$ cat src/rtl/dmux_stream_1ton_if.sv
// Handshake bundle for the registered 1-to-N stream demultiplexer.
// master = producer/consumer side, slave = the demultiplexer itself.
interface dmux_stream_1ton_if #(
  parameter int WIDTH = 16,
  parameter int N_CH  = 4
);
  localparam int SEL_W = (N_CH > 1) ? $clog2(N_CH) : 1;

  logic                    in_valid;
  logic                    in_ready;
  logic [WIDTH-1:0]        in_data;
  logic [SEL_W-1:0]        in_sel;
  logic                    in_bcast;
  logic [N_CH-1:0]         out_valid;
  logic [N_CH-1:0]         out_ready;
  logic [N_CH*WIDTH-1:0]   out_data;
  logic                    drop;

  modport master (
    output in_valid, in_data, in_sel, in_bcast, out_ready,
    input  in_ready, out_valid, out_data, drop
  );

  modport slave (
    input  in_valid, in_data, in_sel, in_bcast, out_ready,
    output in_ready, out_valid, out_data, drop
  );
endinterface

$ cat src/rtl/dmux_stream_1ton.sv
// Registered 1-to-N valid/ready demultiplexer with unicast, broadcast and
// out-of-range drop; each channel owns a one-entry holding register.
module dmux_stream_1ton #(
  parameter int WIDTH = 16,
  parameter int N_CH  = 4
) (
  input  logic               clk,
  input  logic               rst,
  dmux_stream_1ton_if.slave  bus
);
  localparam int SEL_W = (N_CH > 1) ? $clog2(N_CH) : 1;

  logic [N_CH-1:0]             valid_q, valid_d;
  logic [N_CH-1:0][WIDTH-1:0]  data_q, data_d;
  logic                        drop_q, drop_d;

  logic [N_CH-1:0]             free_s;
  logic [N_CH-1:0]             sel_oh_s;
  logic [N_CH-1:0]             load_s;
  logic                        ready_s;
  logic                        xfer_s;

  // Channel freedom, acceptance decision and next-state of every holding register.
  always_comb begin
    free_s   = '0;
    sel_oh_s = '0;
    load_s   = '0;
    ready_s  = 1'b1;
    valid_d  = valid_q;
    data_d   = data_q;

    for (int i = 0; i < N_CH; i++) begin
      free_s[i]   = ~valid_q[i] | bus.out_ready[i];
      sel_oh_s[i] = (bus.in_sel == SEL_W'(i));
    end

    // An out-of-range select hits no channel and is always accepted.
    if (bus.in_bcast) begin
      ready_s = &free_s;
    end else if (|sel_oh_s) begin
      ready_s = |(sel_oh_s & free_s);
    end else begin
      ready_s = 1'b1;
    end

    xfer_s = bus.in_valid & ready_s;

    if (xfer_s && bus.in_bcast) begin
      load_s = '1;
    end else if (xfer_s) begin
      load_s = sel_oh_s;
    end else begin
      load_s = '0;
    end

    drop_d = xfer_s & ~bus.in_bcast & ~(|sel_oh_s);

    for (int i = 0; i < N_CH; i++) begin
      if (load_s[i]) begin
        valid_d[i] = 1'b1;
        data_d[i]  = bus.in_data;
      end else begin
        valid_d[i] = valid_q[i] & ~bus.out_ready[i];
        data_d[i]  = data_q[i];
      end
    end
  end

  // State registers; data is kept after draining.
  always_ff @(posedge clk or posedge rst) begin
    if (rst) begin
      valid_q <= '0;
      data_q  <= '0;
      drop_q  <= 1'b0;
    end else begin
      valid_q <= valid_d;
      data_q  <= data_d;
      drop_q  <= drop_d;
    end
  end

  assign bus.in_ready  = ready_s;
  assign bus.out_valid = valid_q;
  assign bus.out_data  = data_q;
  assign bus.drop      = drop_q;
endmodule

$ cat src/flat_wrapper.sv
// flat-port wrapper written by rule: the top's interface ports become plain ports
module dmux_stream_1ton_flat 
#(
  parameter int WIDTH = 16,
  parameter int N_CH  = 4
)
  (clk, rst, bus_in_valid, bus_in_data, bus_in_sel, bus_in_bcast, bus_out_ready, bus_in_ready, bus_out_valid, bus_out_data, bus_drop);
  dmux_stream_1ton_if #(.WIDTH(WIDTH), .N_CH(N_CH)) bus_i ();
  input  logic clk;
  input  logic rst;
  input wire logic [$bits(bus_i.in_valid)-1:0] bus_in_valid;
  input wire logic [$bits(bus_i.in_data)-1:0] bus_in_data;
  input wire logic [$bits(bus_i.in_sel)-1:0] bus_in_sel;
  input wire logic [$bits(bus_i.in_bcast)-1:0] bus_in_bcast;
  input wire logic [$bits(bus_i.out_ready)-1:0] bus_out_ready;
  output wire logic [$bits(bus_i.in_ready)-1:0] bus_in_ready;
  output wire logic [$bits(bus_i.out_valid)-1:0] bus_out_valid;
  output wire logic [$bits(bus_i.out_data)-1:0] bus_out_data;
  output wire logic [$bits(bus_i.drop)-1:0] bus_drop;
  assign bus_i.in_valid = bus_in_valid;
  assign bus_i.in_data = bus_in_data;
  assign bus_i.in_sel = bus_in_sel;
  assign bus_i.in_bcast = bus_in_bcast;
  assign bus_i.out_ready = bus_out_ready;
  assign bus_in_ready = bus_i.in_ready;
  assign bus_out_valid = bus_i.out_valid;
  assign bus_out_data = bus_i.out_data;
  assign bus_drop = bus_i.drop;
  dmux_stream_1ton #(.WIDTH(WIDTH), .N_CH(N_CH)) u_core (.clk(clk), .rst(rst), .bus(bus_i));
endmodule
$ cat config.mk
export PLATFORM = sky130hd
export DESIGN_NAME = dmux_stream_1ton_flat
export DESIGN_NICKNAME = d
export VERILOG_FILES = /design/src/rtl/dmux_stream_1ton_if.sv /design/src/rtl/dmux_stream_1ton.sv /design/src/flat_wrapper.sv
export SDC_FILE = /design/constraint.sdc
export NUM_CORES = 1
export LEC_CHECK = 0
export BUFFER_PORTS_ARGS = -buffer_cell sky130_fd_sc_hd__buf_4
export CAP_MARGIN = 20
export CELL_PAD_IN_SITES_DETAIL_PLACEMENT = 0
export CELL_PAD_IN_SITES_GLOBAL_PLACEMENT = 1
export CORE_AREA = 3 3 105 107
export DETAILED_ROUTE_END_ITERATION = 8
export DIE_AREA = 0 0 108 110
export GPL_ROUTABILITY_DRIVEN = 0
export PLACE_DENSITY_LB_ADDON = 0.1
export RECOVER_POWER = 50
export SETUP_SLACK_MARGIN = 0.1
export SKIP_LAST_GASP = 1
export SLEW_MARGIN = 30
export SYNTH_ARGS = -nofsm -noshare
export SYNTH_HDL_FRONTEND = slang
export SYNTH_SLANG_ARGS = --single-unit
$ cat constraint.sdc
create_clock -name clk -period 2.5 [get_ports clk]
set_input_delay 0.5 -clock clk [delete_from_list [all_inputs] [get_ports clk]]
set_output_delay 0.5 -clock clk [all_outputs]
set_load 0.1 [all_outputs]
==> impl.org, run 1 <==
** Run status
- The run finished, with violations left.
- Failing checks :: capacitance limit, slew limit

** Setup path
- For the worst flop-to-flop path, the logic depth is 5.
- Data arrival time of the worst path :: between 1.5 and 2 ns
- In this run the register-to-register setup slack is 0.49 ns.
- Kind of launch point of the worst setup path :: flip-flop
- Crit Path Category :: flip-flop to output pin
- Tracing the worst setup path back leads to its startpoint at u_core.bus.out_valid[0]$_DFF_PP0_.
- In this run the critical register-to-register path is captured at u_core.bus.out_data[39]$_DFFE_PP0P_.
- At the worst endpoint, the required time is 2.00 ns.
- Startpoint of the worst-slack reg-to-reg timing path :: u_core.bus.out_valid[3]$_DFF_PP0_
- In this run the worst setup path terminates at bus_in_ready.
- STA classifies the critical path endpoint as an output pin.
- Peak fanout along the critical path :: 5

** Global route
- Number of antenna violations at the first check in global routing :: 0
- Met1 global-route usage :: 0.156
- The first global-routing pass estimated 10700 um of wire.
- For this run, global-route usage on met3 was measured as 0.0460.
- In the global route stage, overall resource usage came out at 0.121.
- Pin count of the biggest net entering global routing :: 70
- Global Route met2 Usage :: 0.183
- The layer flagged by global routing as most heavily used is met2.
- Number of global-route vias before repair :: about 1.9k
- Grt total ovfl :: 0

** Cells and area
- In the final design database the tool counted around 300 nets.
- Number of fill cells :: about 1.0k
- Once layout is complete, the cells apart from fillers number ~420.
- In the final layout, flip-flops and latches occupy roughly 1700 sq um.
- After routing the design area is around 3800 sq um.
- Area of combinational cells with multiple inputs :: approximately 1000 sq um
- Fraction of final layout cells with drive strength greater than 1 :: 0.479
- Syn-to-layout area delta :: 35.0%
- Inserted Diodes :: 0

** Detailed routing
- Vias after detailed routing :: 1794
- After the first detailed-routing iteration, the DRC count stood at 30.
- Detailed-route vias per instance :: approximately 4.3
- The detail route stage leaves a number of antenna-violating nets equal to 0.
- First-pass iteration count of the detailed router :: 4
- For this block, the routed nets add up to roughly 6700 um of wire.
- After detailed routing, the number of remaining DRC violations is 0.
- In the final routed layout, each cell accounts on average for 16.0 um.

** STA
- Of the available clock period, the critical path in the final layout requires 0.875.
- Post-route clock skew :: around 0.011 ns
- The count of final hold-check violations is 0.
- Maximum clock frequency :: 457 MHz
- Setup violations remaining at the end of the flow were counted as 0.
- Subtracting the final worst setup slack from the clock period gives roughly 2.2 ns.
- Setup repair after global routing left no endpoint under its margin.
- In this run the tightest slew margin relative to its limit is -0.137.
- In the final timing run, aggregate negative setup slack is 0 ns.
- The total count of max-transition violations in the final report came to 70.
- Slew at the pin closest to its max-slew limit :: approximately 1.7 ns

** Flow run
- Max-cap violations in this run came to 1.

** Logic synthesis
- Area leader, netlist :: dfrtp_1
- A synthesized cell averages between 15 and 20 sq um.
- Number of warnings printed during yosys synthesis :: 0
- The share of synthesized area in the top cell type comes to 0.612.
- Main combinational cell family by area after synthesis :: multiplexers
- The synthesized design contains 69 register bits.
- Among all flip-flop cells after synthesis, the most frequent one is dfrtp_1.
- Number of flops mapped to enable cells by yosys :: 0
- In the synthesized netlist, the cells that appear most often are 69 x dfrtp_1, 28 x mux2_1, 26 x mux2_2, 10 x mux2_4.
- Counting distinct cell types in the post-synthesis netlist gives 27.
- Of the total synthesized cell area, the portion taken by XOR and XNOR cells is 0.
- Netlist Area Pre-Place :: about 2800 sq um
- Post-Syn Nets :: between 150 and 200
- By area the synthesized netlist is led by dfrtp_1 61%, mux2_1 11%, mux2_2 10%.
- Mapped Cells :: 168
- Of the post-synthesis cell area, the part taken by muxes is 0.269.
- Leading cell type by number of instances after synthesis :: dfrtp_1
- Of the total synthesized cell area, the portion taken by AND, OR, NAND and NOR gates is 0.0594.
- The fraction of the mapped netlist area in compound gates was 0.0364.
- Of the total synthesized cell area, the portion taken by full adders, half adders and majority gates is 0.
- The share of the Yosys chip area taken by registers is 0.612.
- Async SR Flop Fraction :: 1.00

** Clock tree
- Clock-pin slew of the registers on the worst-case setup and hold paths :: ~0.07 ns
- Clock tree from TritonCTS :: done
- Hold-fix buffers at CTS :: 0
- Number of clock sinks seen by CTS :: 69
- The tree is rooted in a clkbuf_8.
- The number of clock buffers added by TritonCTS is 9.
- Clock latency on the worst-skew pair, taken at its later pin, is about 0.34 ns.
- H-tree levels :: 3
- Setup Buffers After CTS :: 0
- In this run, post-CTS repair resized a total of 0 instances.
- Buffer depth of the longest clock path :: 2

** Floorplanning
- IO Count :: 96
- For this configuration, the core starts out at a cell density of 0.276.
- The die covers around 12000 sq um.
- The die is about 110 um wide.
- Std cell rows :: 37
- In this run the standard cell core region covers 10200 sq um.
- Vert. Die Dim :: 110 um

** Placement
- After legalization and detailed placement, the total HPWL measured 4670 um.
- Area after detailed placement :: 3730 sq um
- IO buf count :: 95
- # placed instances :: 400

** Worst hold path
- Cell depth of the worst min-delay path :: 2
- Worst min-delay path category :: input port to flip-flop
## layout make-up
class | count | share of cell area
inverter | 2 | 0.00197
tap | 136 | 0.0447
multi-input combinational | 93 | 0.274
sequential | 69 | 0.454
clock inverter | 6 | 0.0230
clock buffer | 10 | 0.0335
timing repair buffer | 100 | 0.168
## metrics by stage
| step | hold slack [ns] | setup WS, ns | util |
|---|---|---|---|
| 6_report | 0.404 | 0.313 | 0.372 |
| 5_1_grt | 0.386 | 0.172 | 0.372 |
| 4_1_cts | 0.238 | 0.270 | 0.386 |
| 3_5_place_dp | 0.476 | 0.279 | 0.365 |
| 3_3_place_gp | 0.468 | 0.281 | 0.365 |
| 2_1_floorplan | 0.617 | 0.107 | - |
## layer usage
metal  vias to the layer above  share of wire
met5                         -              0
met4                         0          0.017
met3                        10          0.084
met2                        68           0.45
met1                       904           0.45
li1                        812              -
## registers in the layout, summed over array words and instances (netlist names)
name / count
u_core.bus.out_valid: 4
u_core.bus.out_data: 64
u_core.bus.drop: 1
## logic make-up (layout without fill, tap and decap cells)
logic type / after synthesis / after routing
multiplexers: 64 / 64
AO/OA/AOI/OAI: 9 / 9
flip-flops: 69 / 69
AND/OR/NAND/NOR: 19 / 19
other: 1 / 1
buffers and inverters: 6 / 118
## layout by cell type, fill, tap and decap left out, types with 2 or more instances in the layout
master     count
clkinv_2       2
mux2_4        10
nand2b_1       2
clkinv_4       2
mux2_2        26
dfrtp_1       66
nand2_1        3
nand3_1        2
a21o_1         2
mux2_1        28
clkbuf_8       9
o21ai_4        3
buf_4         65
dfrtp_2        3
bufinv_16      2
inv_1          2
nand2b_4       3
clkbuf_1      33
## critical path: stages (launching register included)
cell and delay (ns):
dfrtp_2 0.38, nand2b_4 0.08, and2_1 0.16, a211oi_1 0.36, o31ai_4 0.11, buf_4 0.24
## how the worst min path moves through the flow
stage	start	end	slack [ns]
after floorplan	bus_in_valid	u_core.bus.out_valid[3]$_DFF_PP0_	0.62
after global placement	u_core.bus.out_data[21]$_DFFE_PP0P_	u_core.bus.out_data[21]$_DFFE_PP0P_	0.47
after detailed placement	u_core.bus.out_data[21]$_DFFE_PP0P_	u_core.bus.out_data[21]$_DFFE_PP0P_	0.48
after CTS	rst	u_core.bus.out_data[62]$_DFFE_PP0P_	0.24
after global routing	bus_in_data[13]	u_core.bus.out_data[61]$_DFFE_PP0P_	0.39
final	bus_in_data[1]	u_core.bus.out_data[17]$_DFFE_PP0P_	0.40
Power of run 1 is left out: the tool's default activity adds up to more than one toggle a clock period on the data nets, which glitch-free logic cannot reach.
==> inputs of run 2 (changes only) <==
- CTS_BUF_LIST: unset -> sky130_fd_sc_hd__clkbuf_4
==> impl.org, run 2 (synthesized netlist as in run 1, its figures left out) <==
** Run status
- Outcome :: finished with violations
- The final reports fail on capacitance limit, slew limit.

** Clock tree
- Buffer type at the clock tree root :: clkbuf_4
- Gates resized during post-CTS repair numbered 0.
- In this run the deepest clock path goes through 2 buffers.
- The tree built by TritonCTS fans out to a little under 70 sinks.
- Hold-fix buffers at CTS :: 0
- CTS buffer count :: 9
- Once the clock tree was built, the setup fixing pass inserted 0 buffers.
- Clock tree from TritonCTS :: done
- Clock-pin slew of the registers on the worst-case setup and hold paths :: around 0.12 ns
- CTS built an H-tree with a depth of 3.
- The later pin in the worst-skew pair is clocked with a latency of ~0.40 ns.

** Setup path
- Crit path required time :: ~2.0 ns
- CP delay by family, top :: compound AO/OA/AOI/OAI gates
- STA classifies the critical path endpoint as an output pin.
- Data arrival time of the worst path :: between 1.5 and 2 ns
- On the worst path, the slowest cell contributes a delay of roughly 0.4 ns.
- Along the worst path, the maximum fanout reaches 5.
- Cell Chain, Critical Path :: nand2b_4 > and2_1 > a211oi_1 > o31ai_4 > buf_4
- CP max-delay cell :: dfrtp_2
- R2R Setup Slk :: between 0.4 and 0.5 ns
- STA classifies the critical path startpoint as a flip-flop.
- Counting both buffers and inverters, the worst setup path holds a total of 1.
- The setup path with the least slack is of type flip-flop to output pin.

** STA
- Clock skew on the completed layout was measured at between 0.02 and 0.025 ns.
- Rel. slew slack :: -0.132
- Portion of the clock cycle consumed by the worst path in the final layout :: 0.903
- Time the final worst path needs with I/O delays and setup :: roughly 2.3 ns
- Setup repair after global routing left no endpoint under its margin.
- Setup violations remaining at the end of the flow were counted as 0.
- Hold violation count in the final report :: 0
- At the pin with the least slew margin, the transition time is 1.70 ns.
- Maximum clock frequency :: roughly 440 MHz
- The total count of max-transition violations in the final report is 70.
- Summed over all failing endpoints, the final setup total negative slack is 0 ns.

** Cells and area
- The number of antenna diodes in the final layout is 0.
- Fraction of final layout cells with drive strength greater than 1 :: 0.525
- Number of fill cells :: 1042
- Summing all multi-input logic gate instances after layout gives roughly 1000 sq um.
- Final #Nets :: about 300
- Most common library cell in the layout ignoring fill and taps :: dfrtp_1
- Flip-flop count of the largest register after layout :: 64
- The library cells used most frequently in the layout, excluding fill and tap cells, are 66 x dfrtp_1, 65 x buf_4, 28 x mux2_1.
- Syn-to-layout area delta :: 33.7%
- Sequential cell area in the final layout :: roughly 1700 sq um

** Worst hold path
- Worst min-delay path category :: input port to flip-flop

** Global route
- Grt total ovfl :: 0
- The number of antenna violations at the first check in global routing came to 0.
- Number of global-route vias before repair :: ~1.9k
- Global-route wire length before repair :: between 10000 and 15000 um
- Entering global routing, the biggest net connects 70 pins.
- Overall track demand over capacity in global routing :: 0.121

** Floorplanning
- The initial utilization of the core area, before any placement, comes to 0.276.
- The die is around 110 um wide.
- 96 I/O pins were placed.
- The floorplan step defined a die boundary enclosing ~12000 sq um.
- The floorplan has 37 rows.
- Core Region :: 10200 sq um
- Vert. Die Dim :: 110 um

** Detailed routing
- For this block, the routed nets add up to roughly 6600 um of wire.
- The detailed router finished its first iteration with between 50 and 60 violations.
- Number of nets still failing antenna checks after routing :: 0
- Routed len/inst :: 16.0 um
- Vias after detailed routing :: approximately 1.8k
- Drc violations :: 0
- Detailed-route vias per instance :: roughly 4.3
- Before antenna repair, the detailed router went through 4 iterations.

** Placement
- Port buffering added between 90 and 100 buffers.
- Once detailed placement completed, the half-perimeter wirelength came to ~4700 um.

** Flow run
- Max-cap violations in this run came to 1.
[run 2: changes by cell type in the layout (fill, tap and decap cells not counted), sizes merged]
| cell | delta |
|---|---|
| buf | +2 |
| clkbuf | -2 |
[run 2: layout make-up]
class                           count  share of cell area
Clock inverter                      6              0.0232
Multi-Input combinational cell     93               0.277
Inverter                            2             0.00199
Sequential cell                    69               0.459
Tap cell                          136              0.0451
Clock buffer                       10              0.0199
Timing Repair Buffer              100               0.174
[run 2: routing by layer]
layer | GRT usage | vias up | wire, um
met1 | 0.156 | 909 | 3000
met5 | 0 | - | 0
met2 | 0.182 | 68 | 3010
met4 | 0.0460 | 0 | 81
li1 | - | 815 | -
met3 | 0.0495 | 6 | 547
[run 2: worst paths after layout]
path,start,to,cells after the start
min,bus_in_data[15],u_core.bus.out_data[15]$_DFFE_PP0P_,2
max,u_core.bus.out_valid[0]$_DFF_PP0_,bus_in_ready,5
min in group asynchronous,rst,u_core.bus.out_data[45]$_DFFE_PP0P_,3
max in group asynchronous,rst,u_core.bus.out_valid[1]$_DFF_PP0_,3
max reg2reg,u_core.bus.out_valid[3]$_DFF_PP0_,u_core.bus.out_data[39]$_DFFE_PP0P_,5
min reg2reg,u_core.bus.out_data[51]$_DFFE_PP0P_,u_core.bus.out_data[51]$_DFFE_PP0P_,1
[run 2: per-stage QoR]
stage	instances	instance area (sq um)	utilization	hold slack [ns]	setup slack, ns
2_1_floorplan	168	2840	-	0.617	0.107
3_3_place_gp	400	3730	0.365	0.468	0.281
3_5_place_dp	400	3730	0.365	0.476	0.279
4_1_cts	416	3890	0.380	0.146	0.172
5_1_grt	416	3770	0.368	0.289	0.108
6_report	416	3770	0.368	0.339	0.243
Power of run 2 is left out for the same reason.
